## src/rtl/ts_stamp_queue_pkg.sv

```systemverilog
// ts_stamp_queue_pkg: timestamp window constants shared by the stamp queue and its storage.
package ts_stamp_queue_pkg;
  localparam int TS_LSB_W      = 3;
  localparam int TS_MAX_SPREAD = 3;
  localparam int TS_ALIAS_AGE  = 4;
endpackage

```

## src/rtl/ts_queue_mem.sv

```systemverilog
// ts_queue_mem: entry storage with one write port and a registered read port.
// A write to the address being read is forwarded so a push into an empty queue is visible next cycle.
module ts_queue_mem #(
  parameter int DEPTH = 4,
  parameter int W     = 42
) (
  input  logic                     clock,
  input  logic                     reset_n,
  input  logic                     we,
  input  logic [$clog2(DEPTH)-1:0] waddr,
  input  logic [W-1:0]             wdata,
  input  logic [$clog2(DEPTH)-1:0] raddr,
  output logic [W-1:0]             rdata
);
  logic [W-1:0] r_mem [DEPTH];
  logic [W-1:0] r_rdata;
  always_ff @(posedge clock) begin
    if (we) r_mem[waddr] <= wdata;
  end
  always_ff @(posedge clock or negedge reset_n) begin
    if (!reset_n) r_rdata <= '0;
    else          r_rdata <= (we && waddr == raddr) ? wdata : r_mem[raddr];
  end
  assign rdata = r_rdata;
endmodule

```

## src/rtl/ts_stamp_queue.sv

```systemverilog
// ts_stamp_queue: per-input queue stamping flits with sim_time and holding time to keep heads in the 3-bit window.
// Define TS_STAMP_AGE_CHECK_EN to enable the sticky age_err window-violation check.
module ts_stamp_queue
  import ts_stamp_queue_pkg::*;
#(
  parameter int DEPTH  = 4,
  parameter int DATA_W = 32,
  parameter int TIME_W = 10
) (
  input  logic                clock,
  input  logic                reset_n,
  input  logic [TIME_W-1:0]   sim_time,
  input  logic                in_valid,
  input  logic [DATA_W-1:0]   in_data,
  output logic                in_ready,
  output logic                out_valid,
  output logic [TS_LSB_W-1:0] out_ts,
  output logic [DATA_W-1:0]   out_data,
  input  logic                out_pop,
  output logic                hold_time,
  output logic                age_err
);
  localparam int AW = $clog2(DEPTH);
  localparam int CW = AW + 1;
  localparam int EW = TIME_W + DATA_W;
  logic [AW-1:0]     r_wr_ptr, r_rd_ptr, w_rd_ptr_nxt;
  logic [CW-1:0]     r_count;
  logic              w_push, w_pop;
  logic [EW-1:0]     w_head;
  logic [TIME_W-1:0] w_head_stamp, w_age;
  assign in_ready     = r_count != CW'(DEPTH);
  assign out_valid    = r_count != '0;
  assign w_push       = in_valid & in_ready;
  assign w_pop        = out_pop & out_valid;
  assign w_rd_ptr_nxt = r_rd_ptr + AW'(w_pop);
  always_ff @(posedge clock or negedge reset_n) begin
    if (!reset_n) begin
      r_wr_ptr <= '0;
      r_rd_ptr <= '0;
      r_count  <= '0;
    end else begin
      r_wr_ptr <= r_wr_ptr + AW'(w_push);
      r_rd_ptr <= w_rd_ptr_nxt;
      r_count  <= r_count + CW'(w_push) - CW'(w_pop);
    end
  end
  // Read address is the post-pop head so the registered read lands on the new head.
  ts_queue_mem #(.DEPTH(DEPTH), .W(EW)) u_mem (
    .clock   (clock),
    .reset_n (reset_n),
    .we      (w_push),
    .waddr   (r_wr_ptr),
    .wdata   ({sim_time, in_data}),
    .raddr   (w_rd_ptr_nxt),
    .rdata   (w_head)
  );
  assign w_head_stamp = w_head[EW-1 -: TIME_W];
  assign out_ts       = out_valid ? w_head_stamp[TS_LSB_W-1:0] : '0;
  assign out_data     = out_valid ? w_head[DATA_W-1:0] : '0;
  assign w_age        = sim_time - w_head_stamp;
  assign hold_time    = out_valid & (w_age >= TIME_W'(TS_MAX_SPREAD));
`ifdef TS_STAMP_AGE_CHECK_EN
  logic r_age_err;
  always_ff @(posedge clock or negedge reset_n) begin
    if (!reset_n) r_age_err <= 1'b0;
    else if (out_valid && w_age >= TIME_W'(TS_ALIAS_AGE)) r_age_err <= 1'b1;
  end
  always @(posedge clock) begin
    if (reset_n && out_valid && w_age >= TIME_W'(TS_ALIAS_AGE))
      $error("ts_stamp_queue: head aged past timestamp window");
  end
  assign age_err = r_age_err;
`else
  assign age_err = 1'b0;
`endif
endmodule

```

## config.mk

```make
export PLATFORM = sky130hd
export DESIGN_NAME = ts_stamp_queue
export DESIGN_NICKNAME = d
export VERILOG_FILES = /design/src/rtl/ts_stamp_queue_pkg.sv /design/src/rtl/ts_queue_mem.sv /design/src/rtl/ts_stamp_queue.sv
export SDC_FILE = /design/constraint.sdc
export NUM_CORES = 1
export LEC_CHECK = 0
export BUFFER_PORTS_ARGS = -buffer_cell sky130_fd_sc_hd__buf_2
export CAP_MARGIN = 20
export CORE_ASPECT_RATIO = 0.6
export CORE_MARGIN = 4
export CORE_UTILIZATION = 25
export DETAILED_ROUTE_END_ITERATION = 8
export HOLD_SLACK_MARGIN = 0.05
export SKIP_CTS_REPAIR_TIMING = 1
export SYNTH_ARGS = -nofsm -noshare
export SYNTH_HDL_FRONTEND = slang
export SYNTH_SLANG_ARGS = --single-unit
```

## constraint.sdc

```tcl
create_clock -name clock -period 4.87 [get_ports clock]
set_input_delay 0.974 -clock clock [delete_from_list [all_inputs] [get_ports clock]]
set_output_delay 0.974 -clock clock [all_outputs]
set_load 0.05 [all_outputs]
```

## Word-level counts from Yosys, hierarchy flattened

Memory sizes are Yosys's and may differ from the RTL's. A register that Yosys moved wholly into a read port is not among the register bits.
Index checks and enable logic that the tools add are counted.

- Add/subtract/negate cells: 5
- Multiply operators: 0
- Divide/modulo/power cells: 0
- Order comparisons: 1
- Equality and inequality tests: 1
- Shift-type cells: 0
- Multiplexer cells: 4
- Bitwise logic cells: 3
- Reduce and logical (&&, ||, !) cells: 2

Operator list:

| cell | count |
|---|---|
| $mux W32 | 1 |
| $ge A10 B2 Y1 const B | 1 |
| $sub A10 B10 Y10 | 1 |
| $add A2 B1 Y2 | 2 |
| $add A3 B1 Y3 | 1 |
| $and A1 B1 Y1 | 3 |
| $mux W3 | 1 |
| $ne A3 B3 Y1 const B | 1 |
| $reduce_bool A3 Y1 | 1 |
| $sub A3 B1 Y3 | 1 |
| $mux W1 | 2 |
| $logic_not A1 Y1 | 1 |

- Bits in registers: 7
- Bits in latches: 0
- RAM bits: 168
- Bits in read-only memories: 0
- Input bits: 46
- Output and inout port bits: 39
- Memories kept: 1

Memory list:

| name | words | bits a word | rd ports | clocked after Yosys merged registers in | wr ports | RTL line | text |
|---|---|---|---|---|---|---|---|
| u_mem.r_mem | 4 | 42 | 1 | 1 | 1 | ts_queue_mem.sv:15 | `logic [W-1:0] r_mem [DEPTH];` |

## Depth between registers and ports, before layout

Gate-level depths: netlist of run 1.

- Word-level depth: 4
- Depth in mapped cells: 10

## By module

Synthesis of run 1 repeated with hierarchy kept, for this count alone.

- Cell total of the unflattened synthesis: 451
- Area, all modules: 8765.9 µm²

Modules (own cells, without submodules):

| module | instances | cells an instance | area an instance (µm²) |
|---|---|---|---|
| ts_queue_mem | 1 | 316 | 7711.1 |
| ts_stamp_queue | 1 | 135 | 1054.8 |

## Least setup slack after synthesis of run 1

No wires, ideal clock.

- Kind: in2reg
- Start point: input port in_valid
- End point: memory u_mem.r_mem[2][0] (enable)
- Library setup time: 0.502 ns
- Arrival: 4.235 ns
- Setup slack: 0.133 ns
- Cell stages on the path: 2
- Buffers on the path: 0
- Path through: nand2_1 > nor3b_1

- Longest elaborated chain between the ends: 3

Ends and longest elaborated chain:

| item | RTL line | text |
|---|---|---|
| start: declaration | ts_stamp_queue.sv:13 | `input logic in_valid,` |
| $and A1 B1 Y1 | ts_stamp_queue.sv:33 | `assign w_push = in_valid & in_ready;` |
| $mux W1 | ts_queue_mem.sv:18 | `if (we) r_mem[waddr] <= wdata;` |
| $mux W1 (not written as such) | ts_queue_mem.sv:18 |  |
| end: declaration | ts_queue_mem.sv:15 |  |

No other way between the ends.

## Final worst setup path of run 1

- Start point: input port sim_time[0]
- End point: output port hold_time

- Longest elaborated chain between the ends: 3

Ends and longest elaborated chain:

| item | RTL line | text |
|---|---|---|
| start: declaration | ts_stamp_queue.sv:12 | `input logic [TIME_W-1:0] sim_time,` |
| $sub A10 B10 Y10 | ts_stamp_queue.sv:60 | `assign w_age = sim_time - w_head_stamp;` |
| $ge A10 B2 Y1 | ts_stamp_queue.sv:61 | `assign hold_time = out_valid & (w_age >= TIME_W'(TS_MAX_SPREAD));` |
| $and A1 B1 Y1 | ts_stamp_queue.sv:61 |  |
| end: declaration | ts_stamp_queue.sv:20 | `output logic hold_time,` |

No other way between the ends.

==> key figures, run 1 <==
Placement
  – Worst slack, placed: approximately 0.64 ns
  – DP Area: about 9600 um2
  – Detail Placement HPWL: 11.06 mm
  – Gp weighted congestion: around 0.70
  – Port bufs: 83

Setup path
  – Reg2reg end: u_mem.rdata[25]
  – R2r startpoint: r_count[1]
  – Crit end category: output port
  – CP Class: in -> out
  – CP startpoint kind: primary input
  – CP Max Fanout: 5
  – Crit path required time: just under 4 ns
  – Flop-to-flop setup slack: 1.93 ns
  – Data arrival, critical path: 3.24 ns
  – Worst r2r path cells: 6

Hold path
  – Hold Path End: r_count[2]
  – WHS Path Cells: 1
  – Hold_sp: r_count[2]
  – HP Class: reg -> reg

STA
  – Unrepaired setup endpoints after global routing: false
  – WHS: 0.5160 ns
  – Total negative slack: 0 ns
  – Rel. slew slack: a little over a third
  – Final hold violation count: 0
  – Max-slew violation count: 0
  – FMAX: around 240 MHz
  – Tcrit/Tclk final: a little under 90%
  – Measured slew at the worst slew-check pin: around 0.96 ns
  – Clk_skew: between 0.006 and 0.007 ns
  – Final worst slack: around 0.66 ns
  – Fin crit period: 4.214 ns
  – # setup viols final: 0

Global route
  – Total congestion overflow: 0
  – Antenna violations before repair: 2
  – First-pass GRT wire length: 28.19 mm
  – Total GRT Usage: 9.765%
  – Largest net degree at the start of global routing: 50
  – Number of global-route vias before repair: 4538

Power
  – Sw frac: 37.64%
  – Seq pwr share: 35.6%
  – Pwr Density: 731.6 nW/um2
  – Psw: around 2.8 mW
  – Gate power share: ~44%
  – Total internal power: 4.704 mW
  – Clk pwr share: 20.9%
  – Peak VDD IR: 0.0003148 V
  – Leakage: 3.688 nW

Clock network
  – CTS tree: done
  – Clock Sinks: 217
  – H-tree lvl count: 1
  – Root buffer cell: clkbuf_16
  – CTS max path bufs: 3
  – Inserted Clock Buffers: 22
  – Skew-Pair Late Insertion Delay: 0.51 ns
  – Clock-pin slew on the worst setup and hold paths: 0.06 ns

Synthesis
  – Biggest area consumer among synthesized cells: edfxtp_1
  – Post-synth top area share: 58.41%
  – Number of distinct library cells after synthesis: 36
  – Avg Cell Area, Syn: 19.67 um2
  – Asr flop ratio synth: 22.58%
  – Syn nets: 500
  – Post-synth top cells: edfxtp_1 (168), dfrtp_1 (49), mux4_2 (42)
  – Post-synth EDFFs: 168
  – Top_reg_cell synth: edfxtp_1
  – Synth top area cells: edfxtp_1 (58%), dfrtp_1 (14%), mux4_2 (11%)
  – Yosys warns: 0
  – Flops & latches, synth: 217
  – Most common cell in the netlist: edfxtp_1
  – Sequential share of the synthesized area: 72.61%
  – Gate Count Post-Synth: 439
  – Cell area after synthesis: 8637 um2

Detailed routing
  – Via count: around 4.2k
  – Antenna viol nets, final: 0
  – DRC Markers: 0
  – Total wire length: approximately 18 mm
  – Per-cell routed wire length: 18.06 um
  – Routed vias/inst: 4.179
  – Drt first pass iters: 4
  – Initial detailed-routing violation count: 200

Floorplanning
  – I/O Pins: 85
  – Die Wd: 248.0 um
  – Core area: 33900 um2
  – Row Count: 52
  – Die H: 152.0 um
  – Die Area: 37680 um2
  – Starting Density: 25.48%

Cells and area
  – N_diodes: 0
  – Cell area after layout: around 10000 um2
  – Final nets: 600
  – Fill cell count: 3300
  – Layout area overhead: 19.40%
  – Layout cells sized above 1: 32.85%

Flow run
  – Max_cap viols: 0

Run status
  – Status: complete, no violations
cell type report:
type                       instances  area [um2]  share of cell area (%)
multi-input combinational        189        2245                   21.77
clock buffer                      28       614.3                   5.957
clock inverter                    11       53.80                  0.5217
tap                              459       574.3                   5.569
timing repair buffer              94       498.0                   4.829
inverter                          15       56.30                  0.5460
sequential                       217        6271                   60.81
placed cells by master (no fill, tap or decap), types with 2 or more instances in the layout:
cell,Yosys,routed
a21o_1,2,2
buf_2,9,83
buf_4,1,11
clkbuf_1,4,3
clkbuf_16,0,23
clkbuf_8,0,2
clkinv_1,0,4
clkinv_2,0,6
dfrtp_1,49,49
edfxtp_1,168,168
fa_1,2,2
ha_1,13,12
inv_1,14,14
mux2_1,38,38
mux2_2,2,2
mux4_2,42,42
nand2_1,9,9
nand2b_1,2,2
nor2_1,8,7
nor2b_1,35,35
nor3_2,0,2
o21ai_1,5,5
xnor2_1,11,11
xor2_1,3,3
cells by family after synthesis:
logic type	after synthesis	synth area share [%]
other cells	1	0.04342
compound gates	15	1.246
fa+ha+maj	15	2.347
xor+xnor	15	1.608
buf+inv	33	1.956
mux	82	16.17
flops	217	72.61
simple gates	61	4.027
critical path, cell delays in order:
cell and delay, ns:
buf_2 0.13, inv_1 0.07, ha_1 0.22, fa_1 0.40
nand2b_1 0.16, o2bb2ai_1 0.16, o21ai_1 0.22, nor2_1 0.09
xnor2_1 0.17, nor4_1 0.08, a31oi_1 0.26, buf_2 0.31
sequential cells by signal, indices dropped and copies added (netlist names):
signal and count:
u_mem.r_mem 168, u_mem.rdata 42, r_count 3, r_rd_ptr 2, r_wr_ptr 2
worst max-delay path by stage:
stage,slack [ns],to,depth (start not counted),from
global placement,0.65,hold_time,12,sim_time[0]
detailed placement,0.64,hold_time,12,sim_time[0]
floorplan,0.13,u_mem.r_mem[2][0],2,in_valid
global route,0.44,hold_time,12,sim_time[0]
CTS,0.63,hold_time,12,sim_time[0]
finish,0.66,hold_time,12,sim_time[0]
metrics by stage:
step / instances / power [mW] / utilization (%)
6_report: 1013 / 7.544 / 30.42
5_1_grt: 1013 / 8.022 / 30.42
4_1_cts: 1013 / 7.701 / 30.42
3_3_place_gp: 974 / 6.046 / 28.45
3_5_place_dp: 974 / 6.089 / 28.45
2_1_floorplan: 439 / 5.259 / -
power by group through the flow:
stage / sequential [mW] / combinational (mW) / clock [mW]
after global placement: 2.71 / 3.33 / 0
after CTS: 2.69 / 3.38 / 1.63
after detailed placement: 2.72 / 3.37 / 0
after floorplan: 2.69 / 2.57 / 0
final: 2.68 / 3.28 / 1.58
after global routing: 2.73 / 3.57 / 1.72
routing by layer:
layer / vias up / track usage, % / wire (um)
met5: - / 0 / 13
met4: 2 / 1.476 / 283
met3: 34 / 2.854 / 821
met2: 80 / 14.83 / 8095
met1: 2226 / 14.21 / 9080
li1: 1891 / - / -
Note: power is estimated with default switching activity, not from simulation.
==> run 2, diff against run 1 <==
--- a/config.mk
+++ b/config.mk
@@ -12,6 +12,7 @@
 export CORE_UTILIZATION = 25
 export DETAILED_ROUTE_END_ITERATION = 8
 export HOLD_SLACK_MARGIN = 0.05
+export PLACE_DENSITY = 0.51
 export SKIP_CTS_REPAIR_TIMING = 1
 export SYNTH_ARGS = -nofsm -noshare
 export SYNTH_HDL_FRONTEND = slang
==> run 2 against run 1 <==
Net effect:
- count of clock-buffer cells in the layout up 3
- highest routed layer unchanged
- combinational power about the same
- worst hold slack better by 0.041 ns
- critical path depth unchanged
==> key figures, run 2 (same netlist as run 1, synthesis figures left out) <==
Power
  – Seq pwr share: between 30% and 40%
  – Peak VDD IR: about 0.00027 V
  – Gate power share: between 40% and 50%
  – Sw frac: 37.02%
  – Total internal power: 4.841 mW
  – Leakage: around 3.7 nW
  – Clk pwr share: 22.2%
  – Psw: about 2.8 mW
  – Pwr Density: 741.5 nW/um2

Placement
  – DP Area: 9637 um2
  – Port bufs: 83
  – Detail Placement HPWL: 11.20 mm
  – Placed cells: 973
  – Gp weighted congestion: 0.7457

STA
  – FMAX: 234.9 MHz
  – Total negative slack: 0 ns
  – Clk_skew: 0.01086 ns
  – Final hold violation count: 0
  – Rel. slew slack: between 40 and 50%
  – Unrepaired setup endpoints after global routing: false
  – Tcrit/Tclk final: 87.41%
  – Measured slew at the worst slew-check pin: 0.8783 ns
  – # setup viols final: 0
  – Fin crit period: 4.257 ns
  – Max-slew violation count: 0

Clock network
  – Root buffer cell: clkbuf_16
  – CTS max path bufs: 3
  – Inserted Clock Buffers: 23
  – H-tree lvl count: 1
  – CTS tree: done
  – Clock-pin slew on the worst setup and hold paths: 0.06 ns
  – Skew-Pair Late Insertion Delay: 0.51 ns
  – Clock Sinks: 217

Setup path
  – Crit end category: output port
  – Crit path required time: 3.90 ns
  – Crit-path cells: buf_2 > inv_1 > ha_1 > fa_1 > nand2b_1 > o2bb2ai_1 > o21ai_1 > nor2_1 > xnor2_1 > nor4_1 > a31oi_1 > buf_2
  – CP peak stage delay: roughly 0.40 ns
  – Cell repeated most along the worst path: buf_2
  – Slowest stage cell, crit path: fa_1
  – Data arrival, critical path: 3.28 ns
  – Top delay family on crit path: compound AO/OA/AOI/OAI gates
  – Crit path buffers/inverters: 3
  – CP startpoint kind: primary input
  – CP Max Fanout: 5
  – CP Class: in -> out

Cells and area
  – Max FFs per register: between 150 and 200
  – Layout area overhead: 20.02%
  – Multi-input gate area: 2245 um2
  – Fin cells: 1014
  – Most frequent cells in the layout: edfxtp_1 (168), buf_2 (83), dfrtp_1 (49)
  – Final nets: 600
  – Storage element area: 6271 um2
  – Cell area after layout: between 10000 and 15000 um2
  – Most flop-heavy register: u_mem.r_mem
  – Fill cell count: 3287
  – Layout cells sized above 1: 32.07%
  – Commonest non-fill, non-tap cell in the layout: edfxtp_1
  – N_diodes: 0

Global route
  – Total congestion overflow: 0
  – Largest net degree at the start of global routing: 50
  – First-pass GRT wire length: 29.17 mm
  – Antenna violations before repair: 4
  – Total GRT Usage: 10.09%
  – Number of global-route vias before repair: 4756

Floorplanning
  – Die H: 152.0 um
  – Die Area: 37680 um2
  – Starting Density: 25.48%
  – Die Wd: 248.0 um
  – I/O Pins: 85
  – Core area: 33900 um2
  – Row Count: between 50 and 60

Detailed routing
  – Per-cell routed wire length: 18.68 um
  – Routed vias/inst: around 4.2
  – Drt first pass iters: 4
  – Antenna viol nets, final: 0
  – Total wire length: about 19 mm
  – Via count: around 4.3k
  – DRC Markers: 0
  – Initial detailed-routing violation count: 319

Flow run
  – Max_cap viols: 0

Hold path
  – HP Class: reg -> reg

Run status
  – Status: complete, no violations
==> run 2: changes by cell type in the layout (fill, tap and decap cells not counted), sizes merged <==
| cell | before | now |
|---|---|---|
| clkinv | 10 | 6 |
| buf | 94 | 93 |
| clkbuf | 28 | 31 |
| bufinv | 0 | 3 |
==> run 2: routing by layer <==
layer	share of wire, %	track usage, %
met1	46	13.73
met4	2.9	3.006
met3	3.8	2.589
met2	47	15.97
met5	0.22	0
==> run 2: stage by stage <==
step           hold WS, ns  utilization, %  power, mW  setup WS [ns]
6_report            0.5574           30.58      7.687         0.6129
5_1_grt             0.5666           30.58      8.159         0.4978
4_1_cts             0.5416           30.58      7.849         0.6494
3_5_place_dp        0.5273           28.43      6.107         0.6651
3_3_place_gp        0.4973           28.43      6.040         0.6233
2_1_floorplan       0.4677               -      5.259         0.1330
==> run 2: worst paths after layout <==
kind / from / end / slack [ns] / cells after the start
worst max register to register: r_count[1] / u_mem.rdata[0] / 1.71 / 6
worst min register to register: r_count[2] / r_count[2] / 0.56 / 1
worst max-delay path: sim_time[0] / hold_time / 0.61 / 12
max in group asynchronous: reset_n / u_mem.rdata[27] / 3.72 / 2
worst min-delay path: r_count[2] / r_count[2] / 0.56 / 1
min in group asynchronous: reset_n / u_mem.rdata[10] / 0.63 / 2
==> run 2: cell type report <==
class / instances / share of cell area (%)
Sequential cell: 217 / 60.49
Clock inverter: 10 / 1.195
Timing Repair Buffer: 93 / 4.731
Clock buffer: 31 / 5.842
Multi-Input combinational cell: 189 / 21.65
Inverter: 15 / 0.5431
Tap cell: 459 / 5.540
==> run 2: power by group through the flow <==
| stage | clock network [mW] | registers, mW | logic (mW) |
|---|---|---|---|
| floorplan | 0 | 2.69 | 2.57 |
| global placement | 0 | 2.71 | 3.33 |
| detailed placement | 0 | 2.73 | 3.38 |
| CTS | 1.76 | 2.69 | 3.39 |
| global route | 1.85 | 2.73 | 3.58 |
| finish | 1.71 | 2.69 | 3.29 |
